--- src/rtl/cavlc_fsm.sv ---
// cavlc_fsm: sequencing controller for the CAVLC residual-block decoder.
// Walks one residual block through total_coeffs, trailing-one flags, levels,
// total_zeros and run_befores, driving a one-hot state vector that selects the
// active length decoder. Tracks coefficient index and zeros-left, and pulses
// o_cavlc_valid for one enabled cycle when the block is finished.
// Optional feature macro: CAVLC_ERR_CHECK_EN enables bitstream consistency
// checks (sticky o_cavlc_err); without it o_cavlc_err is tied low and the
// zeros-left subtraction simply wraps.
module cavlc_fsm (
  input  logic       i_clk,
  input  logic       i_rst,
  input  logic       i_ena,
  input  logic       i_start,
  input  logic [4:0] i_max_coeff_num,
  input  logic [4:0] i_TotalCoeff_comb,
  input  logic [1:0] i_TrailingOnes_comb,
  input  logic [3:0] i_level_suffix_len_comb,
  input  logic [3:0] i_TotalZeros_comb,
  input  logic [3:0] i_run_before_comb,
  output logic [7:0] o_cavlc_state,
  output logic [3:0] o_i,
  output logic [4:0] o_TotalCoeff,
  output logic [1:0] o_TrailingOnes,
  output logic [3:0] o_zeros_left,
  output logic       o_cavlc_valid,
  output logic       o_cavlc_err
);

  // One-hot encoding: the state register itself is the output vector.
  typedef enum logic [7:0] {
    ST_IDLE = 8'b0000_0001,
    ST_RTC  = 8'b0000_0010,
    ST_T1S  = 8'b0000_0100,
    ST_PRE  = 8'b0000_1000,
    ST_SUF  = 8'b0001_0000,
    ST_CALC = 8'b0010_0000,
    ST_TZ   = 8'b0100_0000,
    ST_RUN  = 8'b1000_0000
  } state_t;

  state_t     r_state;
  logic [3:0] r_i;
  logic [4:0] r_total_coeff;
  logic [1:0] r_trailing_ones;
  logic [3:0] r_zeros_left;
  logic       r_valid;

  // Index seeds: TotalCoeff-1 truncated to 4 bits (16 -> 15).
  logic [3:0] w_tcc_m1;
  logic [3:0] w_tc_m1;
  // Zeros left after consuming the current run (wraps modulo 16).
  logic [3:0] w_run_z;
  // Level phase exits straight to done when the block is completely full.
  logic       w_exit_full;
  state_t     w_exit_state;
  // All coefficients were trailing ones: no level to decode.
  logic       w_t1_only;

  assign w_tcc_m1     = i_TotalCoeff_comb[3:0] - 4'd1;
  assign w_tc_m1      = r_total_coeff[3:0] - 4'd1;
  assign w_run_z      = r_zeros_left - i_run_before_comb;
  assign w_exit_full  = (r_total_coeff == i_max_coeff_num);
  assign w_exit_state = w_exit_full ? ST_IDLE : ST_TZ;
  assign w_t1_only    = (r_total_coeff == {3'b000, r_trailing_ones});

`ifdef CAVLC_ERR_CHECK_EN
  logic       r_err;
  logic       w_run_over;
  logic       w_tz_over;
  assign w_run_over = (i_run_before_comb > r_zeros_left);
  assign w_tz_over  = (({2'b00, i_TotalZeros_comb} + {1'b0, r_total_coeff}) > {1'b0, i_max_coeff_num});
  assign o_cavlc_err = r_err;
`else
  assign o_cavlc_err = 1'b0;
`endif

  assign o_cavlc_state  = r_state;
  assign o_i            = r_i;
  assign o_TotalCoeff   = r_total_coeff;
  assign o_TrailingOnes = r_trailing_ones;
  assign o_zeros_left   = r_zeros_left;
  assign o_cavlc_valid  = r_valid;

  // Block sequencer: state, index/count registers and the done pulse.
  always_ff @(posedge i_clk or posedge i_rst) begin
    if (i_rst) begin
      r_state         <= ST_IDLE;
      r_i             <= 4'd0;
      r_total_coeff   <= 5'd0;
      r_trailing_ones <= 2'd0;
      r_zeros_left    <= 4'd0;
      r_valid         <= 1'b0;
`ifdef CAVLC_ERR_CHECK_EN
      r_err           <= 1'b0;
`endif
    end else if (i_ena) begin
      r_valid <= 1'b0;
      case (r_state)
        ST_IDLE: begin
          if (i_start) begin
            r_state <= ST_RTC;
          end else begin
            r_state <= ST_IDLE;
          end
        end
        ST_RTC: begin
          r_total_coeff   <= i_TotalCoeff_comb;
          r_trailing_ones <= i_TrailingOnes_comb;
          r_i             <= w_tcc_m1;
          if (i_TotalCoeff_comb == 5'd0) begin
            r_state <= ST_IDLE;
            r_valid <= 1'b1;
          end else if (i_TrailingOnes_comb != 2'd0) begin
            r_state <= ST_T1S;
          end else begin
            r_state <= ST_PRE;
          end
        end
        ST_T1S: begin
          r_i <= r_i - {2'b00, r_trailing_ones};
          if (w_t1_only) begin
            r_state <= w_exit_state;
            r_valid <= w_exit_full;
            if (w_exit_full) begin
              r_zeros_left <= 4'd0;
            end
          end else begin
            r_state <= ST_PRE;
          end
        end
        ST_PRE: begin
          if (i_level_suffix_len_comb == 4'd0) begin
            r_state <= ST_CALC;
          end else begin
            r_state <= ST_SUF;
          end
        end
        ST_SUF: begin
          r_state <= ST_CALC;
        end
        ST_CALC: begin
          if (r_i == 4'd0) begin
            r_state <= w_exit_state;
            r_valid <= w_exit_full;
            if (w_exit_full) begin
              r_zeros_left <= 4'd0;
            end
          end else begin
            r_i     <= r_i - 4'd1;
            r_state <= ST_PRE;
          end
        end
        ST_TZ: begin
          r_zeros_left <= i_TotalZeros_comb;
          r_i          <= w_tc_m1;
`ifdef CAVLC_ERR_CHECK_EN
          if (w_tz_over) begin
            r_err <= 1'b1;
          end
`endif
          if ((i_TotalZeros_comb == 4'd0) || (r_total_coeff == 5'd1)) begin
            r_state <= ST_IDLE;
            r_valid <= 1'b1;
          end else begin
            r_state <= ST_RUN;
          end
        end
        ST_RUN: begin
          r_i <= r_i - 4'd1;
`ifdef CAVLC_ERR_CHECK_EN
          if (w_run_over) begin
            r_zeros_left <= 4'd0;
            r_err        <= 1'b1;
            r_state      <= ST_IDLE;
            r_valid      <= 1'b1;
          end else
`endif
          begin
            r_zeros_left <= w_run_z;
            if ((r_i == 4'd1) || (w_run_z == 4'd0)) begin
              r_state <= ST_IDLE;
              r_valid <= 1'b1;
            end else begin
              r_state <= ST_RUN;
            end
          end
        end
        default: begin
          r_state <= ST_IDLE;
        end
      endcase
    end
  end

endmodule

--- config.mk ---
export PLATFORM = sky130hd
export DESIGN_NAME = cavlc_fsm
export DESIGN_NICKNAME = d
export VERILOG_FILES = /design/src/rtl/cavlc_fsm.sv
export SDC_FILE = /design/constraint.sdc
export NUM_CORES = 1
export LEC_CHECK = 0
export BUFFER_PORTS_ARGS = -buffer_cell sky130_fd_sc_hd__buf_2
export CELL_PAD_IN_SITES_DETAIL_PLACEMENT = 0
export CELL_PAD_IN_SITES_GLOBAL_PLACEMENT = 2
export CORE_MARGIN = 2
export CORE_UTILIZATION = 32
export CTS_BUF_LIST = sky130_fd_sc_hd__clkbuf_4
export DETAILED_ROUTE_END_ITERATION = 8
export GPL_TIMING_DRIVEN = 0
export PLACE_DENSITY = 0.79
export SETUP_SLACK_MARGIN = 0.1
export SKIP_LAST_GASP = 1
export SLEW_MARGIN = 30
export SYNTH_ARGS = -nofsm -noshare
export SYNTH_HDL_FRONTEND = slang
export SYNTH_SLANG_ARGS = --single-unit
--- constraint.sdc ---
create_clock -name i_clk -period 2.6 [get_ports i_clk]
set_clock_uncertainty 0.05 [all_clocks]
set_input_delay 0.52 -clock i_clk [delete_from_list [all_inputs] [get_ports i_clk]]
set_output_delay 0.52 -clock i_clk [all_outputs]
set_load 0.05 [all_outputs]
==> results of run 1 <==
-- worst max-delay path, cell delays in order, from the launching register on --
cell,delay [ns]
dfrtp_1,0.49
nor4_4,0.41
and4_1,0.30
buf_6,0.16
mux2i_1,0.25
ha_1,0.20
xor2_1,0.17
o211ai_2,0.09
o21a_1,0.11
-- per-stage QoR --
step,area (µm²),utilization,total power [W],hold WS (ns)
2_1_floorplan,1880,-,0.00165,0.484
3_3_place_gp,2220,0.398,0.00196,0.443
3_5_place_dp,2220,0.398,0.00196,0.447
4_1_cts,2270,0.407,0.00226,0.171
5_1_grt,2300,0.412,0.00244,0.189
6_report,2300,0.412,0.00227,0.149
-- layer usage --
| layer | wire (µm) | up-vias | global-route usage |
|---|---|---|---|
| met1 | 2440 | 797 | 0.218 |
| met4 | 23 | 0 | 0.0305 |
| met5 | 0 | - | 0 |
| met3 | 194 | 2 | 0.0191 |
| li1 | - | 861 | - |
| met2 | 2300 | 35 | 0.270 |
-- path summary, 6_finish.rpt --
check | from | endpoint | slack [ns]
max in group asynchronous | i_rst | o_cavlc_state[0] | 1.97
min reg2reg | o_cavlc_valid | o_cavlc_valid | 0.48
max reg2reg | o_cavlc_state[1] | o_i[2] | 0.28
min in group i_clk | i_TotalCoeff_comb[4] | o_TotalCoeff[4] | 0.38
max | o_cavlc_state[1] | o_i[2] | 0.28
min | i_rst | o_zeros_left[1] | 0.15
-- registers in the layout, summed over array words and instances, names as in the netlist --
signal and flops:
o_TrailingOnes 2, o_cavlc_state 8, o_cavlc_valid 1, o_i 4, o_TotalCoeff 5, o_zeros_left 4
-- Yosys cell counts, types with 2 or more instances --
master    count  area, µm²
a21boi_0      2       15.0
a21oi_1       9       45.0
a31oi_1       3       18.8
and2_1        2       12.5
and3_1        3       18.8
buf_4         2       15.0
dfrtp_1      23        576
fa_1          2       40.0
ha_1          9        113
inv_1        19       71.3
mux2_2        8       90.1
mux2i_1       3       30.0
nand2_1      16       60.1
nand3_1       4       20.0
nand4_1       4       25.0
nor2_1       18       67.6
nor2b_1       4       25.0
nor3_1        4       20.0
nor3_2        2       20.0
nor4_1        3       18.8
o21a_1        2       15.0
o21ai_0       6       30.0
o221ai_1      4       35.0
o22ai_1       6       37.5
o31ai_1       2       15.0
o32ai_1       2       17.5
or3_1         2       12.5
xnor2_1      10       87.6
xor2_1        6       52.6
-- power by group through the flow --
stage | logic [W] | clock network (W) | registers, W
after global routing | 0.00142 | 0.000310 | 0.000706
after floorplan | 0.000599 | 0 | 0.00105
after global placement | 0.00127 | 0 | 0.000691
final | 0.00130 | 0.000289 | 0.000683
after detailed placement | 0.00127 | 0 | 0.000691
after CTS | 0.00128 | 0.000301 | 0.000682
-- repair_timing --
| action | 4_1_cts | 5_1_grt |
|---|---|---|
| gates resized for setup | 0 | 1 |
| buffers inserted | 0 | 3 |
| setup endpoints to repair | 0 | 3 |
| hold buffers | 0 | 0 |
-- cell families (layout without fill, tap and decap cells) --
| group | Yosys count | in the layout |
|---|---|---|
| AND/OR/NAND/NOR | 71 | 71 |
| AO/OA/AOI/OAI | 49 | 49 |
| flip-flops | 24 | 24 |
| buffers and inverters | 23 | 80 |
| XOR/XNOR | 16 | 16 |
| adder cells (fa/ha/maj) | 11 | 11 |
| multiplexers | 11 | 11 |
| other | 1 | 1 |
-- final cells by class --
type / instances / area (µm²) / share of cell area
tap: 72 / 90.1 / 0.0392
multi-input combinational: 159 / 1180 / 0.513
clock inverter: 1 / 30.0 / 0.0131
timing repair buffer: 53 / 273 / 0.119
inverter: 19 / 71.3 / 0.0310
sequential: 24 / 602 / 0.262
buffer: 4 / 30.0 / 0.0131
clock buffer: 3 / 22.5 / 0.00980
==> results.md, run 1 <==
- Initial Util: 0.336
- P per Cell Area: 988 mW/mm²
- Die Y: 80.6 µm
- DRT iter0 DRCs: 59
- Multiplexer area fraction after synthesis: 0.0640
- Setup CP Type: flip-flop to flip-flop
- Total Wirelength: 4960 µm
- Signal arrival time at the worst endpoint: 2.51 ns
- Ports: 53
- Outcome: completed
- Switching power: 0.00116 W
- Fin worst setup slack: 0.282 ns
- Syn Inst Count: 206
- Detailed-route via count: 1695
- Sequential fraction of the synthesis area: 0.321
- Clk slew on worst S/H paths: 0.16 ns
- # H-tree levels: 1
- P_int: 0.00111 W
- Total Routing Usage GR: 0.159
- Min-Delay Path Class: primary input to async pin
- Drt first pass iters: 4
- EDFF count, synth: 0
- XOR/XNOR Fraction of Synth Area: 0.0747
- Worst Max-Slew Pin Slew: 0.531 ns
- Root buffer cell: clkbuf_4
- Placed cells: 328
- Leading cell type in the layout, fill and taps excluded: buf_2
- Crit share post-route: 0.891
- Syn nets: 245
- Routability Congestion: 0.736
- RSZ-0062 raised after global routing: false
- Layout cell share with drive strength beyond 1: 0.312
- Fillcell total: 616
- Top achievable clock speed: 431 MHz
- Core area: 0.00557 mm²
- Post-synthesis compound-gate area fraction: 0.193
- Clock power frac: 0.127
- Global-route wire length before repair: 7980 µm
- Std cell rows: 27
- N_diodes: 0
- Startpoint types: flip-flop
- Leak pwr: 1.08 nW
- Slew HR: 0.646
- Max-cap viol count: 0
- Grt total ovfl: 0
- Max clock buf depth: 2
- Reg power frac: 0.301
- Post-route antenna net violation count: 0
- Seq cells post-synth: 24
- Die ar.: 0.00649 mm²
- Chip Width: 80.6 µm
- Fin. Hold Viols: 0
- WL/cell: 14.8 µm
- Initial antenna violation count: 0
- Largest net degree at the start of global routing: 25
- # DRC: 0
- # setup viols final: 0
- CP Max Fanout: 10
- Largest family of logic cells by synthesized area: simple AND/OR/NAND/NOR gates
- Synthesized area per cell: 9.10 µm²
- Final Critical Period: 2.32 ns
- R2R cell count: 8
- Fin cells: 335
- Vias/cell: 5.06
- VDD IR max: 0.456 mV
- Syn-to-layout area delta: 22.5%
- Primary FF master, synth: dfrtp_1
- Clk sink count: 24
- Part of the power in combinational logic: 0.572
- Adder-cell area share of the yosys netlist: 0.0814
- Async SR Flop Fraction: 1.00
- IO buf count: 50
- Switch share: 0.512
- Synth warn: 0
- Place WS: 0.167 ns
- Nets: 303
- Synth Area in Simple Gates: 0.209
- Slew Limit Fails: 0
- Most frequent cells in the layout: 50 x buf_2, 23 x dfrtp_1, 18 x inv_1, 18 x nor2_1, 16 x nand2_1
- Detailed Place HPWL: 3870 µm
- CTS tree: done
- Synth cell types: 55
- Clock latency on the worst-skew pair: 0.33 ns
- Final TNS setup: 0 ns
- CP Capture Type: flip-flop
- Num CTS Buffers: 3
- Required @ worst endpoint: 2.79 ns
- Area of the mapped netlist: 0.00188 mm²
- Vias in the first global route: 1647
Power figures use the tool's default switching activity.
==> run 2: changes to the inputs <==
Settings changed: ABC_AREA set to 1, CORE_UTILIZATION 32 to 29.
==> results.md, run 2 <==
- Most frequent cells in the layout: 84 x nand2_1, 51 x buf_2, 31 x inv_1
- Core area: 0.00672 mm²
- Async SR Flop Fraction: 1.00
- Synth top area cells: dfrtp_1 29%, nand2_1 16%, nand3_1 6.5%
- Fin cells: 430
- Max-cap viol count: 0
- Std cell rows: 30
- Signal arrival time at the worst endpoint: 2.22 ns
- Max FFs per register: 8
- Switch share: 0.539
- Num CTS Buffers: 3
- # setup viols final: 0
- Reg power frac: 0.291
- P_int: 0.000992 W
- Syn Inst Count: 296
- Reg2reg setup slack: 0.56 ns
- Vias in the first global route: 2031
- Worst-path cell chain: inv_1 -> ha_1 -> inv_1 -> fa_1 -> or2_2 -> a32oi_1 -> nand2_1 -> nand2_1 -> o21ai_1
- Fillcell total: 750
- Clock power frac: 0.138
- Outcome: completed
- Post-route antenna net violation count: 0
- N_diodes: 0
- Setup CP Type: flip-flop to flip-flop
- Switching power: 0.00116 W
- Biggest area consumer among synthesized cells: dfrtp_1
- Syn-to-layout area delta: 20.2%
- Sequential fraction of the synthesis area: 0.301
- Grt total ovfl: 0
- Crit share post-route: 0.783
- Drt first pass iters: 4
- Synth cell types: 33
- Routability Congestion: 0.858
- Fin. Hold Viols: 0
- EDFF count, synth: 0
- Final Critical Period: 2.04 ns
- CP Max Fanout: 5
- Synth warn: 0
- Top post-synthesis cells by count: 84 x nand2_1, 32 x inv_1, 27 x nor2_1
- Sequential cell area: 602 µm²
- Max clock buf depth: 2
- Total Routing Usage GR: 0.162
- Initial Util: 0.297
- Initial antenna violation count: 0
- Global-route wire length before repair: 9710 µm
- # H-tree levels: 1
- RSZ-0062 raised after global routing: false
- CP peak stage delay: 0.47 ns
- VDD IR max: 0.438 mV
- Syn nets: 335
- Multi-input gate area: 0.00121 mm²
- P per Cell Area: 896 mW/mm²
- Fin Hold WS: 0.144 ns
- Slew Limit Fails: 0
- Chip Width: 87.0 µm
- Placed cells: 426
- Hold_buf cts: 0
- Slew HR: 0.613
- Layout cell share with drive strength beyond 1: 0.266
- Primary FF master, synth: dfrtp_1
- Startpoint types: flip-flop
- Vias/cell: 4.68
- CP Capture Type: flip-flop
- Total power: 0.00215 W
- Clk sink count: 24
- Detailed Place HPWL: 4730 µm
- Ports: 53
- Total Wirelength: 5820 µm
- Top achievable clock speed: 491 MHz
- Clock latency on the worst-skew pair: 0.34 ns
- DRT iter0 DRCs: 85
- Final core utilization: 0.357
- Leak pwr: 1.34 nW
- Synthesized area per cell: 6.75 µm²
- Post-CTS setup repair buffer count: 0
- Largest net degree at the start of global routing: 25
- Top cell type's share of synthesized area: 0.288
- # DRC: 0
- Post-cts sizing count: 0
- Root buffer cell: clkbuf_4
- Seq cells post-synth: 24
- WL/cell: 13.5 µm
- Required @ worst endpoint: 2.79 ns
- IO buf count: 50
- Nets: 390
- Clk slew on worst S/H paths: 0.17 ns
- Part of the power in combinational logic: 0.570
- Leading cell type in the layout, fill and taps excluded: nand2_1
- Most frequent cell after synthesis: nand2_1
- Die ar.: 0.00757 mm²
- CTS tree: done
- Area of the mapped netlist: 0.00200 mm²
- Detailed-route via count: 2012
- Final TNS setup: 0 ns
- Die Y: 87.0 µm
- Min-Delay Path Class: primary input to async pin
- Worst Max-Slew Pin Slew: 0.577 ns
- Slowest CP cell: dfrtp_1
==> run 2: cell type report <==
type	instances	share of cell area
clock inverters	1	0.0125
inverters	44	0.0688
well taps	80	0.0417
repair buffers	50	0.104
multi-input cells	224	0.504
flip-flops and latches	24	0.251
clock buffers	3	0.00938
plain buffers	4	0.00834
==> run 2: worst paths after layout <==
path	startpoint	cells after the start	endpoint
setup / recovery	o_i[0]	9	o_i[2]
hold / removal	i_rst	2	o_TotalCoeff[4]
setup reg to reg	o_i[0]	9	o_i[2]
hold reg to reg	o_cavlc_valid	2	o_cavlc_valid
max in group asynchronous	i_rst	2	o_i[3]
min in group i_clk	i_TotalCoeff_comb[0]	3	o_TotalCoeff[0]
==> run 2: logic make-up (layout without fill, tap and decap cells) <==
kind of cell | after synthesis | after routing | share of synthesized area
buf+inv | 48 | 102 | 0.0927
compound gates | 34 | 34 | 0.0934
simple gates | 168 | 168 | 0.390
xor+xnor | 10 | 10 | 0.0439
flops | 24 | 24 | 0.301
other cells | 1 | 1 | 0.00188
fa+ha+maj | 11 | 11 | 0.0764
==> run 2: power groups by stage <==
stage | registers, W | clock network (W) | logic [W]
floorplan | 0.000983 | 0 | 0.000571
global placement | 0.000641 | 0 | 0.00122
detailed placement | 0.000639 | 0 | 0.00124
CTS | 0.000631 | 0.000304 | 0.00125
global route | 0.000645 | 0.000315 | 0.00137
finish | 0.000627 | 0.000297 | 0.00123
==> run 2: stage by stage <==
stage,cell area (µm²),setup WS [ns]
finish,2400,0.564
CTS,2400,0.552
global placement,2350,0.457
floorplan,2000,0.468
global route,2400,0.419
detailed placement,2350,0.444
==> run 2: critical path, delay by kind of cell (launching register included) <==
kind | cells | cell delay (ns)
fa+ha+maj | 2 | 0.56
buf+inv | 2 | 0.22
simple gates | 3 | 0.41
compound gates | 2 | 0.24
flops | 1 | 0.47
==> run 2: routing by layer <==
layer,vias to the layer above,global-route usage,share of wire
met4,0,0.0298,0.0057
li1,1048,-,-
met2,37,0.286,0.48
met5,-,0,0
met1,925,0.215,0.48
met3,2,0.0161,0.028
